[config.mk]
export PLATFORM = sky130hd
export DESIGN_NAME = memory_arbiter
export DESIGN_NICKNAME = d
export VERILOG_FILES = /design/src/rtl/memory_arbiter_pkg.sv /design/src/rtl/memory_arbiter_bus_timeout.sv /design/src/rtl/memory_arbiter.sv
export SDC_FILE = /design/constraint.sdc
export NUM_CORES = 1
export LEC_CHECK = 0
export ABC_AREA = 1
export CORE_AREA = 5 5 107 109
export CTS_BUF_LIST = sky130_fd_sc_hd__clkbuf_2
export DETAILED_ROUTE_END_ITERATION = 8
export DIE_AREA = 0 0 112 114
export PLACE_DENSITY = 0.95
export SYNTH_ARGS = -nofsm -noshare
export SYNTH_HDL_FRONTEND = slang
export SYNTH_SLANG_ARGS = --single-unit
export TNS_END_PERCENT = 50
[constraint.sdc]
create_clock -name clock -period 4.8 [get_ports clock]
set_input_delay 0.96 -clock clock [delete_from_list [all_inputs] [get_ports clock]]
set_output_delay 0.96 -clock clock [all_outputs]
set_load 0.05 [all_outputs]
[src/rtl/memory_arbiter_pkg.sv]
// Shared types and bus widths for the instruction/data memory arbiter.
package memory_arbiter_pkg;

    localparam int ADDR_W = 32;
    localparam int DATA_W = 32;
    localparam int SEL_W  = 4;

    typedef enum logic [1:0] {
        ST_IDLE  = 2'd0,
        ST_FETCH = 2'd1,
        ST_DATA  = 2'd2
    } arbiter_state_t;

    typedef enum logic {
        REQ_FETCH = 1'b0,
        REQ_DATA  = 1'b1
    } requester_t;

endpackage

[src/rtl/memory_arbiter_bus_timeout.sv]
// Wait-cycle counter for one bus transfer; expired marks the last allowed cycle.
module bus_timeout #(
    parameter int TIMEOUT_CYCLES = 16
) (
    input  logic clock,
    input  logic reset,
    input  logic clear,
    input  logic count_enable,
    output logic expired
);

    localparam int CW = (TIMEOUT_CYCLES > 1) ? $clog2(TIMEOUT_CYCLES) : 1;
    localparam logic [CW-1:0] LAST = CW'(TIMEOUT_CYCLES - 1);

    logic [CW-1:0] r_count;

    always_ff @(posedge clock or negedge reset) begin
        if (!reset) begin
            r_count <= '0;
        end else if (clear) begin
            r_count <= '0;
        end else if (count_enable) begin
            r_count <= r_count + CW'(1);
        end
    end

    assign expired = (r_count == LAST);

endmodule

[src/rtl/memory_arbiter.sv]
// Round-robin arbiter sharing one Wishbone-classic master port between
// the instruction fetch and load/store requesters.
module memory_arbiter
    import memory_arbiter_pkg::*;
#(
    parameter int TIMEOUT_CYCLES = 16
) (
    input  logic              clock,
    input  logic              reset,
    input  logic              fetch_request,
    input  logic [ADDR_W-1:0] fetch_address,
    output logic              fetch_ready,
    output logic [DATA_W-1:0] fetch_data,
    output logic              fetch_error,
    input  logic              data_request,
    input  logic              data_write_enable,
    input  logic [ADDR_W-1:0] data_address,
    input  logic [DATA_W-1:0] data_write_data,
    input  logic [SEL_W-1:0]  data_select,
    output logic              data_ready,
    output logic [DATA_W-1:0] data_read_data,
    output logic              data_error,
    output logic              bus_cycle,
    output logic              bus_strobe,
    output logic              bus_write_enable,
    output logic [ADDR_W-1:0] bus_address,
    output logic [DATA_W-1:0] bus_write_data,
    output logic [SEL_W-1:0]  bus_select,
    input  logic [DATA_W-1:0] bus_read_data,
    input  logic              bus_acknowledge,
    input  logic              bus_error
);

    arbiter_state_t    r_state;
    requester_t        r_last_grant;
    logic [ADDR_W-1:0] r_addr;
    logic              r_we;
    logic [DATA_W-1:0] r_wdata;
    logic [SEL_W-1:0]  r_sel;

    arbiter_state_t    w_next_state;
    requester_t        w_grant_who;
    logic              w_grant;
    logic              w_busy;
    logic              w_done;
    logic              w_fail;
    logic              w_expired;

    assign w_busy = (r_state != ST_IDLE);
    assign w_done = w_busy && (bus_acknowledge || bus_error || w_expired);
    assign w_fail = bus_error || w_expired;

    bus_timeout #(
        .TIMEOUT_CYCLES(TIMEOUT_CYCLES)
    ) u_timeout (
        .clock       (clock),
        .reset       (reset),
        .clear       (!w_busy || w_done),
        .count_enable(w_busy),
        .expired     (w_expired)
    );

    always_comb begin
        w_grant      = 1'b0;
        w_grant_who  = REQ_FETCH;
        w_next_state = r_state;
        case (r_state)
            ST_IDLE: begin
                if (fetch_request && data_request) begin
                    w_grant     = 1'b1;
                    w_grant_who = (r_last_grant == REQ_DATA) ?
                                  REQ_FETCH : REQ_DATA;
                end else if (fetch_request) begin
                    w_grant     = 1'b1;
                    w_grant_who = REQ_FETCH;
                end else if (data_request) begin
                    w_grant     = 1'b1;
                    w_grant_who = REQ_DATA;
                end
            end
            // Back-to-back hand-off only ever goes to the other requester.
            ST_FETCH: begin
                if (w_done && data_request) begin
                    w_grant     = 1'b1;
                    w_grant_who = REQ_DATA;
                end
            end
            ST_DATA: begin
                if (w_done && fetch_request) begin
                    w_grant     = 1'b1;
                    w_grant_who = REQ_FETCH;
                end
            end
            default: w_next_state = ST_IDLE;
        endcase
        if (w_grant) begin
            w_next_state = (w_grant_who == REQ_FETCH) ? ST_FETCH : ST_DATA;
        end else if (w_done) begin
            w_next_state = ST_IDLE;
        end
    end

    always_ff @(posedge clock or negedge reset) begin
        if (!reset) begin
            r_state      <= ST_IDLE;
            r_last_grant <= REQ_DATA;
            r_addr       <= '0;
            r_we         <= 1'b0;
            r_wdata      <= '0;
            r_sel        <= '0;
        end else begin
            r_state <= w_next_state;
            // Only arbitration from IDLE moves the round-robin pointer.
            if (w_grant && r_state == ST_IDLE) begin
                r_last_grant <= w_grant_who;
            end
            if (w_grant) begin
                if (w_grant_who == REQ_FETCH) begin
                    r_addr  <= fetch_address;
                    r_we    <= 1'b0;
                    r_wdata <= '0;
                    r_sel   <= '1;
                end else begin
                    r_addr  <= data_address;
                    r_we    <= data_write_enable;
                    r_wdata <= data_write_data;
                    r_sel   <= data_select;
                end
            end
        end
    end

    assign bus_cycle        = w_busy;
    assign bus_strobe       = w_busy;
    assign bus_write_enable = w_busy && r_we;
    assign bus_address      = r_addr;
    assign bus_write_data   = r_wdata;
    assign bus_select       = r_sel;

    // A requester that dropped its request early gets no ready pulse.
    assign fetch_ready = w_done && (r_state == ST_FETCH) && fetch_request;
    assign fetch_error = fetch_ready && w_fail;
    assign fetch_data  = (fetch_ready && !w_fail) ? bus_read_data : '0;

    assign data_ready     = w_done && (r_state == ST_DATA) && data_request;
    assign data_error     = data_ready && w_fail;
    assign data_read_data = (data_ready && !w_fail) ? bus_read_data : '0;

endmodule

# Word-level counts from Yosys, hierarchy flattened
# Index checks and enable logic that the tools add are counted.
# totals
out_inout_bits,139
mem_count,0
reg_bits,76
romBits,0
mem_bits_rw,0
latchBits,0
# op_classes
n_reduce_logical,24
n_eq_ne,4
mul,0
n_shift,0
n_lt_le_gt_ge,0
bitwise,0
n_addsub,1
mux,22
div_mod_pow,0
# op_table
op,n
$mux W32,4
$logic_and A1 B1 Y1,14
$mux W4,3
$mux W1,9
$mux W2,4
$add A4 B1 Y4 const B,1
$eq A4 B4 Y1 const B,1
$logic_or A1 B1 Y1,4
$reduce_bool A2 Y1,2
$ne A3 B1 Y1 const B,1
$pmux W1 S3,1
$reduce_or A3 Y1,1
$eq A2 B1 Y1 const B,1
$eq A2 B2 Y1 const B,1
$logic_not A1 Y1,2
$logic_not A2 Y1,1
$pmux W1 S2,1

# Logic depth before layout (Yosys ltp)
# Gate-level depths: netlist of run 1.
# depth
depth_word,8
depth_mapped,11
ltp_nobuf,9

# Modules after synthesis
# From an unflattened synthesis of run 1, not the netlist that was laid out.
# unflattened
cells_unflattened,568
area_unflattened_um2,3932.5
# by_module_without_submodules
module,n_inst,cells_per_inst,area_per_inst_um2
memory_arbiter,1,542,3721.1
bus_timeout,1,26,211.5

# Worst setup path before layout of run 1
# Ideal clock, no wire load.
# synth_timing
path_kind,input-to-output
start,input bus_error
end,output data_read_data[10]
cell_stages,9
arrival_time_ns,2.513
setup_slack_ns,1.327
path_cell_list,nor2_1 nand2_2 inv_1 nor2_2 nand3_1 inv_2 nand2_2 buf_6 nor2_1
# synth_via
elab_chain_len,7
# synth_rtl
element,line,rtl
from (decl),memory_arbiter.sv:31,input logic bus_error
$logic_or A1 B1 Y1 (2 in series),memory_arbiter.sv:50,assign w_done = w_busy && (bus_acknowledge || bus_error || w_expired);
$logic_and A1 B1 Y1,memory_arbiter.sv:50,
$logic_and A1 B1 Y1 (2 in series),memory_arbiter.sv:145,assign data_ready = w_done && (r_state == ST_DATA) && data_request;
net data_ready,memory_arbiter.sv:20,"output logic data_ready,"
$logic_and A1 B1 Y1,memory_arbiter.sv:147,assign data_read_data = (data_ready && !w_fail) ? bus_read_data : '0;
$mux W32,memory_arbiter.sv:147,
to (decl),memory_arbiter.sv:21,"output logic [DATA_W-1:0] data_read_data,"
# The timed path passes the listed nets, and every way through them passes these cells.

# Final worst setup path of run 1
# layout_timing
start,input bus_error
end,output data_read_data[6]
# layout_via
elab_chain_len,7
# layout_rtl
element,line
$logic_or A1 B1 Y1 (2 in series),memory_arbiter.sv:50
$logic_and A1 B1 Y1,memory_arbiter.sv:50
$logic_and A1 B1 Y1 (2 in series),memory_arbiter.sv:145
$logic_and A1 B1 Y1 *,memory_arbiter.sv:147
$mux W32 *,memory_arbiter.sv:147
# Mark *: on every way between the ends. The rest lies on a longest branch, timed or not.

==> out/metrics.cfg, run 1 <==
[synthesis]
async_reset_ff_share_pct=100
synth_edf_count=0
yosys-top-cells-count=nand2_1 (267), nor2_1 (86), dfrtp_1 (75), inv_1 (40), nand3_1 (38)
yosys.area.top_type=dfrtp_1
seq_area_frac_synth_pct=48.3
synth_ff_type=dfrtp_1
yosys_warnings=0
synth_top_area_share_pct=47.6
syn_inst=558
yosys-top-cells-area=dfrtp_1 (48%), nand2_1 (25%), nor2_1 (8.2%), nand3_1 (4.8%), inv_1 (3.8%)
netlist_area_mm2=0.00394
postSynthAreaPerCell_um2=7.07
synthDistinctLibCells=22
synth_nets=698
ys_ff_latch=76
yosysMostFrequentCell=nand2_1

[power]
leakage_nw=3.41
p_int_mw=1.95
finalPower_mw=4.18
clockPowerShare_pct=9.5
p_switching_mw=2.24
power_density_mw_per_mm2=611
p_sw_share_pct=53.5
peakVddDrop_v=0.000413
p_comb_share_pct=65.0
power_frac_seq_pct=25.5

[sta]
slew_headroom_pct=35.5
tns_ns=0
worst_slack_ns=0.354
fin_skew_ns=0.0279
hold_slack_ns=0.482
setup_violations=0
tightest_slew_ns=0.968
finalMaxSlewViolations=0
hold_violations=0
period_share_pct=92.6
fmax_ghz=0.225
rsz0062_at_grt=false
post-route-min-period_ns=4.45

[grt]
grt_remaining_overflow=0
grt_max_degree=77
grt.total_usage_pct=21.4
antenna_found_initial=0
grt_pass1_wl_um=21900
grt_pass1_vias=4397

[job]
maxCapViolations=0

[floorplanning]
core_area_mm2=0.0105
initial_utilization_pct=37.5
io_pins=278
die_x_um=112
die_area_mm2=0.0128
placement_rows=38
die_y_um=114

[routing]
postRouteAntennaNets=0
drt_wl_total_um=14300
drc=0
vias_per_cell=4.61
wl_per_cell_um=14.8
vias=4440
firstDrtPassIters=7
drtIter0Drc=248

[clock_tree]
h-tree-depth=3
ctsHoldBuffers=0
clk_latency_ns=0.50
cts-resized-gates=0
clk_pin_slew_ns=0.21
clock-sinks=76
cts_buffer_depth=2
cts-root-buf=clkbuf_2
cts_tree=yes
cts_buffers=9
postCtsSetupRepairBufs=0

[status]
outcome=finished, final reports clean

[final_layout]
syn2layout_area_growth_pct=73.7
n_antenna_cell=0
fillerInstances=879
drive_gt1_share_pct=4.86
fin_cells=963
final_nets=958

[worst_setup_path]
arrival_ns=3.49
path_class=in2out
crit_chain=clkdlybuf4s50_1, nor2_1, nand2_2, inv_1, nor2_2, nand3_1, inv_2, nand2_2, nor2_1, clkdlybuf4s50_1
crit_path_end_kind=output port
slowest_delay_ns=0.85
crit_path_start_kind=input pin
path_buf_inv=4
crit_fanout=32
cp_data_required_time_ns=3.84
critPathTopFamily=buffers and inverters
critPathSlowestCell=clkdlybuf4s50_1

[place]
gp_congestion=0.964
dp_slack_ns=0.362
placedCellCount=947
port_buffers=277
place_hpwl_um=11200

[worst_hold_path]
min_path_type=reg2reg

## per-layer routing
metal | share of wire, % | track usage [%] | vias to the layer above
met4 | 4.8 | 11.6 | 0
li1 | - | - | 2174
met3 | 8.4 | 6.68 | 48
met5 | 0 | 0 | -
met1 | 37 | 22.6 | 1987
met2 | 50 | 38.2 | 231
## cells in the final DEF (no fill, tap or decap), types with 2 or more instances in the layout
cell / Yosys / layout
buf_4: 9 / 6
nor2_1: 86 / 86
clkinvlp_4: 0 / 2
dfrtp_1: 75 / 75
nand2_1: 267 / 266
nor2_4: 1 / 2
clkbuf_2: 0 / 10
inv_2: 5 / 5
nand3_2: 2 / 2
inv_1: 40 / 40
nand2_2: 3 / 4
bufinv_16: 0 / 2
nand3_1: 38 / 38
clkdlybuf4s50_1: 0 / 272
buf_12: 0 / 2
## stage by stage
step,area [um^2],utilization [%]
6_report,6850,65.2
5_1_grt,6850,65.2
4_1_cts,6850,65.2
3_5_place_dp,6710,63.9
3_3_place_gp,6710,63.9
2_1_floorplan,3940,-
## power groups by stage
| stage | combinational (mW) | sequential, mW | clock (mW) |
|---|---|---|---|
| finish | 2.72 | 1.07 | 0.399 |
| global route | 2.90 | 1.10 | 0.447 |
| CTS | 2.75 | 1.07 | 0.416 |
| detailed placement | 2.74 | 1.08 | 0 |
| global placement | 2.70 | 1.07 | 0 |
| floorplan | 0.961 | 1.94 | 0 |
## final timing paths
path	from	endpoint	slack, ns	cells after the start
min reg2reg	r_last_grant$_DFFE_PN1P_	r_last_grant$_DFFE_PN1P_	0.48	2
max in group asynchronous	reset	bus_write_data[31]$_DFFE_PN0P_	3.58	1
max	bus_error	data_read_data[6]	0.35	10
max reg2reg	r_state[1]$_DFFE_PN0P_	bus_address[19]$_DFFE_PN0P_	2.24	8
min	r_last_grant$_DFFE_PN1P_	r_last_grant$_DFFE_PN1P_	0.48	2
min in group asynchronous	reset	bus_address[4]$_DFFE_PN0P_	0.56	1
## worst min-delay path: cells and delay by family, from the launching register on
| kind | cells | cell delay, ns |
|---|---|---|
| flip-flops | 1 | 0.42 |
| AND/OR/NAND/NOR | 2 | 0.09 |
## registers in the layout, summed over array words and instances, names as in the netlist
| signal | cells |
|---|---|
| bus_select | 4 |
| bus_address | 32 |
| r_state | 2 |
| r_we | 1 |
| r_last_grant | 1 |
| u_timeout.r_count | 4 |
| bus_write_data | 32 |
## kinds of logic after synthesis
| group | count (synthesis) | synth area share, % |
|---|---|---|
| adders and majority gates | 1 | 0.317 |
| buffers and inverters | 76 | 9.90 |
| and+or+nand+nor | 401 | 40.7 |
| DFF | 76 | 48.3 |
| xor gates and xnor gates | 2 | 0.444 |
| AOI/OAI and AO/OA | 2 | 0.349 |
## area by class of cell
cell class | instances | area (um^2) | area share, %
multi-input combinational | 406 | 1660 | 24.2
timing repair buffer | 280 | 2810 | 41.0
inverter | 45 | 169 | 2.47
sequential | 76 | 1900 | 27.8
clock inverter | 6 | 87.6 | 1.28
clock buffer | 10 | 50.0 | 0.731
tap | 140 | 175 | 2.56
(Power assumes the default switching activity.)
==> run 2, diff against run 1 <==
--- a/config.mk
+++ b/config.mk
@@ -6,10 +6,10 @@
 export NUM_CORES = 1
 export LEC_CHECK = 0
 export ABC_AREA = 1
-export CORE_AREA = 5 5 107 109
+export CORE_AREA = 2 2 107 109
 export CTS_BUF_LIST = sky130_fd_sc_hd__clkbuf_2
 export DETAILED_ROUTE_END_ITERATION = 8
-export DIE_AREA = 0 0 112 114
+export DIE_AREA = 0 0 109 111
 export PLACE_DENSITY = 0.95
 export SYNTH_ARGS = -nofsm -noshare
 export SYNTH_HDL_FRONTEND = slang
==> run 2 against run 1 <==
Against the previous run:
- flip-flop and latch count unchanged
- sequential power about the same
- non-clock buffer count unchanged
- critical endpoint is now data_read_data[12]
- wire length down 3.5%
- clock skew down 0.010 ns
- sequential share of layout area up 0.071 points
- die area down 5.2%
- cell count up 0.21%
==> out/metrics.cfg, run 2 (synthesis results as in run 1) <==
[worst_setup_path]
crit_path_start_kind=input pin
critPathTopFamily=buffers and inverters
regToRegSetupSlack_ns=2.25  ; about the same
path_buf_inv=4  ; unchanged
arrival_ns=3.42  ; -0.07 ns
r2r-end=bus_address[11]$_DFFE_PN0P_
cp_data_required_time_ns=3.84  ; about the same
path_class=in2out
r2r-start=u_timeout.r_count[0]$_DFFE_PN0P_
slowest_delay_ns=0.84  ; about the same
crit_fanout=32  ; unchanged
reg2reg_depth=9  ; +1
crit_chain=clkdlybuf4s50_1, nor2_1, nand2_2, inv_1, nor2_2, nand3_1, inv_2, nand2_2, nor2_1, clkdlybuf4s50_1
crit_path_end_kind=output port
critPathSlowestCell=clkdlybuf4s50_1

[floorplanning]
initial_utilization_pct=35.6  ; -1.9 points
core_area_mm2=0.0111  ; +5.4%
placement_rows=39  ; +2.6%
io_pins=278  ; unchanged
die_y_um=111  ; -2.6%
die_area_mm2=0.0121  ; -5.2%
die_x_um=109  ; -2.7%

[sta]
finalMaxSlewViolations=0  ; unchanged
hold_violations=0  ; unchanged
post-route-min-period_ns=4.38  ; -0.0620 ns
setup_violations=0  ; unchanged
rsz0062_at_grt=false
tightest_slew_ns=0.943  ; -0.0247 ns
period_share_pct=91.3  ; -1.3 points
hold_slack_ns=0.484  ; +0.00203 ns
fmax_ghz=0.228  ; +1.4%
slew_headroom_pct=37.1  ; +1.6 points
fin_skew_ns=0.0178  ; -0.0101 ns
tns_ns=0  ; unchanged

[clock_tree]
cts_buffer_depth=2  ; unchanged
clk_latency_ns=0.53  ; +0.03 ns
ctsHoldBuffers=0  ; unchanged
cts_buffers=9  ; unchanged
postCtsSetupRepairBufs=0  ; unchanged
cts-resized-gates=0  ; unchanged
cts-root-buf=clkbuf_2
h-tree-depth=3  ; unchanged
clock-sinks=76  ; unchanged
cts_tree=yes
clk_pin_slew_ns=0.21  ; about the same

[place]
port_buffers=277  ; unchanged
place_hpwl_um=10400  ; -6.6%
gp_congestion=0.815  ; -15%
dpl_cell_area_mm2=0.00670  ; -0.21%

[routing]
vias_per_cell=4.55  ; -1.3%
drt_wl_total_um=13800  ; -3.5%
postRouteAntennaNets=0  ; unchanged
wl_per_cell_um=14.3  ; -3.7%
drtIter0Drc=209  ; -16%
firstDrtPassIters=5  ; -2
vias=4391  ; -1.1%
drc=0  ; unchanged

[grt]
use_met2_pct=43.1  ; +4.9 points
grt_remaining_overflow=0  ; unchanged
grt_max_degree=77  ; unchanged
grt_pass1_wl_um=21400  ; -2.4%
grt.total_usage_pct=22.9  ; +1.5 points
top_usage_layer=met2
use_met1_pct=24.2  ; +1.6 points
antenna_found_initial=0  ; unchanged
global_route.usage.met3_pct=6.00  ; -0.69 points
grt_pass1_vias=4250  ; -3.3%

[final_layout]
final_common_cell=clkdlybuf4s50_1
final_nets=958  ; unchanged
final_core_util_pct=61.7  ; -3.5 points
final_area_mm2=0.00683  ; -0.26%
syn2layout_area_growth_pct=73.3
n_antenna_cell=0  ; unchanged
final_cell_mix=clkdlybuf4s50_1 (268), nand2_1 (266), nor2_1 (86)
drive_gt1_share_pct=5.47  ; +0.61 points

[job]
maxCapViolations=0  ; unchanged

[worst_hold_path]
hold_path_end=u_timeout.r_count[0]$_DFFE_PN0P_
min_delay_path_depth=1  ; -1
min_path_type=reg2reg
hold_start=u_timeout.r_count[0]$_DFFE_PN0P_

[power]
leakage_nw=3.42  ; +0.16%
peakVddDrop_v=0.000415  ; +0.47%
power_density_mw_per_mm2=611  ; about the same
finalPower_mw=4.17  ; -0.28%

[status]
outcome=finished, final reports clean

run 2: cell count changes in the layout (fill, tap and decap cells not counted):
cell / previous run / this run
buf_4: 6 / 11
nand3_2: 2 / 3
clkdlybuf4s50_1: 272 / 268
clkbuf_2: 10 / 9
clkinv_1: 1 / 0
clkinv_2: 0 / 1
nand3_1: 38 / 37
buf_12: 2 / 1
run 2: worst max-delay path by stage:
| stage | cells past startpoint | slack, ns | from | end |
|---|---|---|---|---|
| after floorplan | 9 | 1.33 | bus_error | data_read_data[10] |
| after global placement | 10 | 0.56 | bus_error | data_read_data[7] |
| after detailed placement | 10 | 0.44 | bus_acknowledge | data_read_data[12] |
| after CTS | 10 | 0.43 | bus_error | data_read_data[12] |
| after global routing | 10 | 0.24 | bus_acknowledge | data_read_data[12] |
| final | 10 | 0.42 | bus_error | data_read_data[12] |
run 2: metrics by stage:
step | cells | setup WS [ns]
finish | 965 | 0.416
global route | 965 | 0.239
CTS | 965 | 0.431
detailed placement | 950 | 0.438
global placement | 950 | 0.560
floorplan | 558 | 1.33
run 2: final cells by class:
class | count | area, um^2
clock buffers | 9 | 45.0
clock inverters | 6 | 88.8
fillers | 946 | 4250
inverters | 45 | 169
multi-input cells | 406 | 1660
flip-flops and latches | 76 | 1900
well taps | 143 | 179
repair buffers | 280 | 2790
run 2: metal layers:
layer,part of all wire (%),up-vias
li1,-,2176
met1,37,2020
met2,54,173
met3,7.5,22
met4,2.1,0
met5,0,-
run 2: power breakdown:
part | switching [mW] | leakage [nW] | internal (mW)
combinational | 1.85 | 2.39 | 0.846
clock | 0.238 | 0.0744 | 0.170
sequential | 0.153 | 0.953 | 0.915
